<file path="config.mk">
export PLATFORM = sky130hd
export DESIGN_NAME = maxmin_loader
export DESIGN_NICKNAME = d
export VERILOG_FILES = /design/src/rtl/maxmin_loader_pkg.sv /design/src/rtl/maxmin_loader_frame_counter.sv /design/src/rtl/maxmin_loader.sv
export SDC_FILE = /design/constraint.sdc
export NUM_CORES = 1
export LEC_CHECK = 0
export BUFFER_PORTS_ARGS = -buffer_cell sky130_fd_sc_hd__buf_2
export CAP_MARGIN = 30
export CORE_AREA = 4 4 65 67
export CTS_BUF_LIST = sky130_fd_sc_hd__clkbuf_8 sky130_fd_sc_hd__clkbuf_16
export CTS_CLUSTER_DIAMETER = 100
export CTS_CLUSTER_SIZE = 20
export DETAILED_ROUTE_END_ITERATION = 8
export DIE_AREA = 0 0 69 71
export GPL_TIMING_DRIVEN = 0
export HOLD_SLACK_MARGIN = 0.1
export PLACE_DENSITY_LB_ADDON = 0.1
export SLEW_MARGIN = 0
export SYNTH_ARGS = -nofsm -noshare
export SYNTH_HDL_FRONTEND = slang
export SYNTH_SLANG_ARGS = --single-unit
</file>
<file path="constraint.sdc">
create_clock -name Clk -period 1.46 [get_ports Clk]
set_clock_uncertainty 0.05 [all_clocks]
set_input_delay 0.073 -clock Clk [delete_from_list [all_inputs] [get_ports Clk]]
set_output_delay 0.073 -clock Clk [all_outputs]
set_load 0.01 [all_outputs]
</file>
<file path="src/rtl/maxmin_loader_pkg.sv">
// maxmin_loader_pkg: frame geometry and FSM encoding shared by the loader,
// the register file and the max/min engine.
package maxmin_loader_pkg;
  localparam int WIDTH_DEF = 8;
  localparam int DEPTH_DEF = 256;
  typedef enum logic [2:0] {
    LOAD   = 3'd0,
    COMMIT = 3'd1,
    START  = 3'd2,
    WAIT   = 3'd3,
    RESULT = 3'd4
  } state_e;
endpackage

</file>
<file path="src/rtl/maxmin_loader_frame_counter.sv">
// frame_counter: loadable/clearable up-counter with a terminal-count flag.
module frame_counter #(
  parameter int W    = 9,
  parameter int TERM = 255
) (
  input  logic         clk_i,
  input  logic         rst_ni,
  input  logic         clr_i,
  input  logic         ld_i,
  input  logic [W-1:0] ld_val_i,
  input  logic         inc_i,
  output logic [W-1:0] cnt_o,
  output logic         term_o
);
  logic [W-1:0] cnt_q, cnt_d;
  always_comb cnt_d = clr_i ? '0 : ld_i ? ld_val_i : inc_i ? cnt_q + 1'b1 : cnt_q;
  always_ff @(posedge clk_i) cnt_q <= !rst_ni ? '0 : cnt_d;
  assign cnt_o  = cnt_q;
  assign term_o = cnt_q == W'(TERM);
endmodule

</file>
<file path="src/rtl/maxmin_loader.sv">
// maxmin_loader: streams one frame into the register file, kicks the max/min
// engine and hands its captured result downstream.
module maxmin_loader
  import maxmin_loader_pkg::*;
#(
  parameter int WIDTH  = WIDTH_DEF,
  parameter int DEPTH  = DEPTH_DEF,
  parameter int ADDR_W = $clog2(DEPTH)
) (
  input  logic              Clk,
  input  logic              Rst,
  input  logic              in_valid,
  input  logic [WIDTH-1:0]  in_data,
  output logic              in_ready,
  output logic              wr_en,
  output logic [ADDR_W-1:0] wr_addr,
  output logic [WIDTH-1:0]  wr_data,
  output logic              go,
  input  logic              mm_done,
  input  logic [WIDTH-1:0]  mm_max_diff,
  output logic              res_valid,
  output logic [WIDTH-1:0]  res_data,
  input  logic              res_ready,
  output logic              busy
);
  state_e state_q, state_d;
  logic first_q, wr_en_q, acc, at_term;
  logic [ADDR_W-1:0] wr_addr_q;
  logic [WIDTH-1:0] wr_data_q, res_q;
  logic [ADDR_W:0] cnt;
  // the counter's top bit can only be set after the final accept, so it also blocks overflow
  assign in_ready = Rst && state_q == LOAD && !cnt[ADDR_W];
  assign acc      = in_valid && in_ready;
  frame_counter #(.W(ADDR_W + 1), .TERM(DEPTH - 1)) u_cnt (
    .clk_i   (Clk),
    .rst_ni  (Rst),
    .clr_i   (state_q == START),
    .ld_i    (1'b0),
    .ld_val_i('0),
    .inc_i   (acc),
    .cnt_o   (cnt),
    .term_o  (at_term)
  );
  // first_q marks the first WAIT cycle, where a stale done from the last run is ignored
  always_comb
    state_d = state_q == LOAD   ? (acc && at_term ? COMMIT : LOAD) :
              state_q == COMMIT ? START :
              state_q == START  ? WAIT :
              state_q == WAIT   ? (!first_q && mm_done ? RESULT : WAIT) :
              state_q == RESULT ? (res_ready ? LOAD : RESULT) : LOAD;
  always_ff @(posedge Clk) begin
    if (!Rst) begin
      state_q   <= LOAD;
      first_q   <= 1'b0;
      wr_en_q   <= 1'b0;
      wr_addr_q <= '0;
      wr_data_q <= '0;
      res_q     <= '0;
    end else begin
      state_q <= state_d;
      first_q <= state_q == START;
      wr_en_q <= acc;
      if (acc) begin
        wr_addr_q <= cnt[ADDR_W-1:0];
        wr_data_q <= in_data;
      end
      if (state_q == WAIT && state_d == RESULT) res_q <= mm_max_diff;
    end
  end
  assign wr_en     = wr_en_q;
  assign wr_addr   = wr_addr_q;
  assign wr_data   = wr_data_q;
  assign go        = state_q == START;
  assign res_valid = state_q == RESULT;
  assign res_data  = res_q;
  assign busy      = state_q != LOAD;
endmodule

</file>
==> Word-level counts from Yosys, hierarchy flattened <==
Index checks and enable logic that the tools add are counted.
{ "word_totals": {"in_bits": 21, "wordCells": 34, "reg_bits": 38, "out_inout_bits": 29} }
{ "op_classes": {"bitwise": 1, "mux": 8, "n_eq_ne": 6, "reduce_logical": 11, "n_addsub": 1} }
{ "ops": {"columns": ["operator", "n"], "rows": [
  ["two-way mux 3 bit", 7],
  ["adder 9 x 1 -> 9 bit (second input constant)", 1],
  ["== test 9 x 8 -> 1 bit (second input constant)", 1],
  ["== test 3 x 2 -> 1 bit (second input constant)", 2],
  ["== test 3 bit (second input constant)", 2],
  ["logical AND 1 bit", 6],
  ["== test 3 x 1 -> 1 bit (second input constant)", 1],
  ["logical NOT 3 bit", 1],
  ["nonzero test 3 bit", 1],
  ["logical NOT 1 bit", 2],
  ["OR reduction 2 bit", 1],
  ["two-way mux 1 bit", 1],
  ["inverter 1 bit", 1]
]} }

==> Depth between registers and ports, before layout <==
{ "logic_depth": {"depth_word": 9, "ltp_mapped": 5, "mapped_depth_nobuf": 5} }

==> Modules after synthesis <==
From an unflattened synthesis, not the netlist that was laid out.
{ "hier_totals": {"cells_unflattened": 191, "area_unflattened_um2": 1672.9} }
{ "modules_own_cells": {"columns": ["module", "seq_area_each_um2", "instances", "cells_each", "area_per_inst_um2"], "rows": [
  ["maxmin_loader", 580.6, 1, 131, 1167.4],
  ["frame_counter", 180.2, 1, 60, 505.5]
]} }

==> Worst setup path after synthesis <==
Ideal clock, no wire load.
{ "synth_path": {"path_kind": "register -> register", "startpoint": "register u_cnt.cnt_q[2], in the netlist u_cnt.cnt_o[2]", "endpoint": "register u_cnt.cnt_q[8], in the netlist u_cnt.cnt_o[8]", "slack_ps": -125, "stages_incl_launch_ff": 6, "n_path_buf": 0, "setup_ps": 70, "t_required_ps": 1340, "t_arrival_ps": 1465, "synth_period_minus_slack_ps": 1585, "path_cell_list": "dfxtp_1 -> and4_1 -> and4_1 -> ha_1 -> or3_1 -> a21oi_1"} }
{ "synth_between": {"elab_chain_cells": 1} }
{ "synth_rtl": {"columns": ["element", "line_no", "source"], "rows": [
  ["start, declared", "maxmin_loader_frame_counter.sv:15", "logic [W-1:0] cnt_q, cnt_d;"],
  ["start signal, assigned", "maxmin_loader_frame_counter.sv:17", "always_ff @(posedge clk_i) cnt_q <= !rst_ni ? '0 : cnt_d;"],
  ["adder 9 x 1 -> 9 bit", "maxmin_loader_frame_counter.sv:16", "always_comb cnt_d = clr_i ? '0 : ld_i ? ld_val_i : inc_i ? cnt_q + 1'b1 : cnt_q;"]
]} }
Every way passes these cells.
A chain may end at the register's enable or synchronous reset.

==> Final worst setup path <==
{ "layout_path": {"startpoint": "register state_q[1]", "endpoint": "output port busy"} }
{ "layout_between": {"elab_chain_cells": 1} }
{ "layout_rtl": {"columns": ["element", "line_no", "source"], "rows": [
  ["start, declared", "maxmin_loader.sv:26", "state_e state_q, state_d;"],
  ["start signal, assigned", "maxmin_loader.sv:60", "state_q <= state_d;"],
  ["nonzero test 3 bit", "maxmin_loader.sv:76", "assign busy = state_q != LOAD;"],
  ["end, declared", "maxmin_loader.sv:24", "output logic busy"]
]} }
Every way passes these cells.

==> results.rst <==
.. list-table::
   :header-rows: 1

   * - Metric
     - Value
   * - Sw frac
     - 23.9%
   * - Final-stage net count
     - 294
   * - Pin count of the biggest net entering global routing
     - 12
   * - Number of I/O port buffers
     - 49
   * - Critical path fanouts, max
     - 4
   * - Fmax
     - 594 MHz
   * - Latest clock arrival within the worst-skew pair
     - 0.29 ns
   * - Pins Over Slew Limit
     - 0
   * - Critical path destination
     - busy
   * - Global routing usage summed across all routing layers
     - 19.0%
   * - Portion of the post-synthesis area used by sequential elements
     - 48.2%
   * - Failing checks
     - setup timing
   * - Area growth from synthesis to final layout
     - 53.6%
   * - Global-route congestion overflow total
     - 0
   * - Launching point of the worst reg2reg path
     - state_q[1]
   * - Power density over the cells
     - 828 nW/um^2
   * - Wirelength per Cell
     - 13.9 um
   * - Width of the die
     - 69 um
   * - Combinational share of power
     - 10.9%
   * - Antenna Diode Count
     - 0
   * - Library cells used by synthesis
     - 28
   * - Row cnt
     - 22
   * - Buffer type at the clock tree root
     - clkbuf_8
   * - Endpoint type of the worst setup path
     - primary output
   * - Vias per cell
     - 5.17
   * - Minimum clock period
     - 1.68 ns
   * - Post-synthesis register bit count
     - 38
   * - Synth warn
     - 0
   * - Die height
     - 71 um
   * - Number of antenna violations at the first check in global routing
     - 0
   * - Clock tree from TritonCTS
     - built
   * - Final Cycle Share
     - 115%
   * - Worst min-delay path class
     - input port to register
   * - Worst-margin pin slew
     - 0.656 ns
   * - Lkg Pwr
     - 1.06 nW
   * - Buffer levels on the longest clock path
     - 2
   * - Clock edge transition at the registers on the reported setup and hold paths
     - 0.07 ns
   * - Layout cell share with drive strength beyond 1
     - 40.1%
   * - Register-to-register setup slack
     - -0.21 ns
   * - Detailed-router iteration count before antenna repair
     - 4
   * - Total via count after detailed routing
     - 1655
   * - Final Wtd Congestion
     - 0.733
   * - Worst rel slew slack
     - 56.3%
   * - Count of endpoints failing hold in the final timing report
     - 0
   * - Iteration-0 DRC Markers
     - 64
   * - RSZ-0062 raised after global routing
     - yes
   * - Top-level I/O count
     - 50
   * - Internal power contribution
     - 1.53 mW
   * - Final setup viols
     - 23
   * - Floorplan Core Area
     - 3630 um^2
   * - Start-to-end type of the worst setup path
     - register to primary output
   * - Total Wirelength
     - 4.46 mm
   * - Post-synthesis instance area
     - 1580 um^2
   * - Total nets after synthesis
     - 207
   * - Maximum ir drop on the vdd rail
     - 0.502 mV
   * - Sw Pwr
     - 0.481 mW
   * - Post-layout worst setup margin
     - -0.222 ns
   * - Clock sink count
     - 38
   * - Max capacitance violation total
     - 0
   * - Critical Path Source
     - state_q[1]
   * - Final cell area excluding filler cells
     - 2430 um^2
   * - Placement-stage cell area
     - 1900 um^2
   * - Worst reg2reg path depth
     - 4
   * - Post-DRT Antenna Nets
     - 0
   * - First-pass GRT wire length
     - 7.73 mm
   * - Synthesized instance count
     - 184
   * - Number of remaining DRC errors
     - 0
   * - Post-detail-place hpwl
     - 2.74 mm
   * - Number of global-route vias before repair
     - 1631
   * - Worst reg2reg path endpoint
     - u_cnt.cnt_o[8]
   * - Data required time at the worst endpoint
     - 1.34 ns
   * - Critical path data arrival time
     - 1.56 ns
   * - CTS HTree Levels
     - 2
   * - Final core utilization
     - 66.8%
   * - CP Launch Type
     - register
   * - Run status
     - finished, violations left
   * - Relative contribution of sequential cells to total power
     - 52.6%
   * - Full die area
     - 4900 um^2
   * - Starting Density
     - 43.5%
   * - Number of buffers created by CTS
     - 5
   * - Syn_area_per_cell
     - 8.58 um^2
   * - Clock power share
     - 36.4%
==> stage by stage <==
step	worst slack, ns	hold slack [ns]	TNS [ns]	std cells	total power [mW]
CTS	-0.231	0.157	-2.96	316	2.03
floorplan	-0.0270	0.171	-0.0307	184	1.16
detailed placement	-0.174	0.281	-2.92	281	1.23
global placement	-0.202	0.281	-3.28	281	1.23
finish	-0.222	0.166	-3.12	320	2.01
global route	-0.274	0.207	-4.34	320	2.10
==> kinds of logic after synthesis <==
logic type               share of synthesized area, %
multiplexers                                     3.80
adder cells (fa/ha/maj)                          1.58
AO/OA/AOI/OAI                                    18.5
flip-flops                                       48.2
AND/OR/NAND/NOR                                  23.5
buffers and inverters                            4.44
==> how the worst min path moves through the flow <==
stage	from	to	slack [ns]	depth (start not counted)
after floorplan	mm_max_diff[0]	res_data[0]	0.17	2
after global placement	mm_max_diff[0]	res_data[0]	0.28	3
after detailed placement	mm_max_diff[5]	res_data[5]	0.28	3
after CTS	in_valid	u_cnt.cnt_o[0]	0.16	4
after global routing	Rst	u_cnt.cnt_o[4]	0.21	4
final	in_valid	u_cnt.cnt_o[0]	0.17	4
==> metal layers <==
| metal | GRT usage, % | routed length, um | part of all wire [%] | vias up |
|---|---|---|---|---|
| met4 | 7.81 | 68 | 1.5 | 0 |
| met3 | 4.97 | 198 | 4.4 | 7 |
| met5 | 0 | 0 | 0 | - |
| met1 | 24.4 | 2090 | 47 | 765 |
| li1 | - | - | - | 846 |
| met2 | 30.5 | 2100 | 47 | 37 |
==> flip-flops by register name, indices dropped and copies added, names as in the netlist <==
| signal | cells |
|---|---|
| wr_data | 8 |
| u_cnt.cnt_o | 9 |
| wr_en | 1 |
| state_q | 3 |
| res_data | 8 |
| first_q | 1 |
| wr_addr | 8 |
==> final cells by class <==
class / count / area (um^2)
inverters: 4 / 15.0
flip-flops and latches: 38 / 778
clock inverters: 2 / 8.76
clock buffers: 6 / 82.6
repair buffers: 81 / 543
well taps: 48 / 60.1
fillers: 326 / 1210
plain buffers: 13 / 85.1
multi-input cells: 128 / 853
==> placed cells by master, fill, tap and decap left out, drive strengths merged <==
cell	n
buf	68
and3	1
nor3	1
dlygate4sd3	17
nand4	2
and2	1
clkbuf	15
nand3b	3
ha	2
or3b	1
nand2b	2
dfxtp	38
clkinv	2
and4	2
nor2b	2
inv	4
nor2	6
mux2i	6
nand3	35
or4b	1
nand2	1
and4b	1
a21oi	27
a32oi	2
nor4b	1
and3b	1
o21ai	26
a2111oi	1
or3	3
==> what timing repair did <==
item	in CTS	in global routing
cloned	2	0
setup endpoints to repair	26	33
pin swaps	16	4
endpoints found under the hold margin	17	0
resized for setup	47	19
buffers inserted	9	4
hold buffers	17	0
==> worst max-delay path, stage by stage, from the launching register on <==
cell     delay, ns
dfxtp_4       0.35
buf_4         0.14
buf_4         0.13
buf_6         0.12
or3_1         0.36
buf_2         0.15
==> power by group through the flow <==
| stage | logic (mW) | clock network (mW) | registers (mW) |
|---|---|---|---|
| after floorplan | 0.0718 | 0 | 1.09 |
| after global placement | 0.144 | 0 | 1.09 |
| after detailed placement | 0.144 | 0 | 1.09 |
| after CTS | 0.212 | 0.756 | 1.06 |
| after global routing | 0.241 | 0.797 | 1.06 |
| final | 0.220 | 0.732 | 1.06 |
==> synth_stat cells <==
cell,count,area share (%)
a2111oi_0,1,0.55
a21oi_1,27,8.6
a32oi_1,2,1.1
and2_1,1,0.40
and3_1,1,0.40
and3b_1,1,0.55
and4_1,2,1.1
and4b_1,1,0.63
buf_2,2,0.63
clkbuf_1,12,2.9
clkinv_1,1,0.24
dfxtp_1,38,48
ha_1,2,1.6
inv_1,3,0.71
mux2i_1,6,3.8
nand2_1,1,0.24
nand2b_1,2,0.79
nand3_1,35,11
nand3b_1,3,1.4
nand4_1,2,0.79
nor2_1,6,1.4
nor2b_1,2,0.79
nor3_1,1,0.32
nor4b_2,1,0.95
o21ai_0,26,8.2
or3_1,3,1.2
or3b_2,1,0.55
or4b_4,1,0.87
Note: power is estimated with default switching activity, not from simulation.
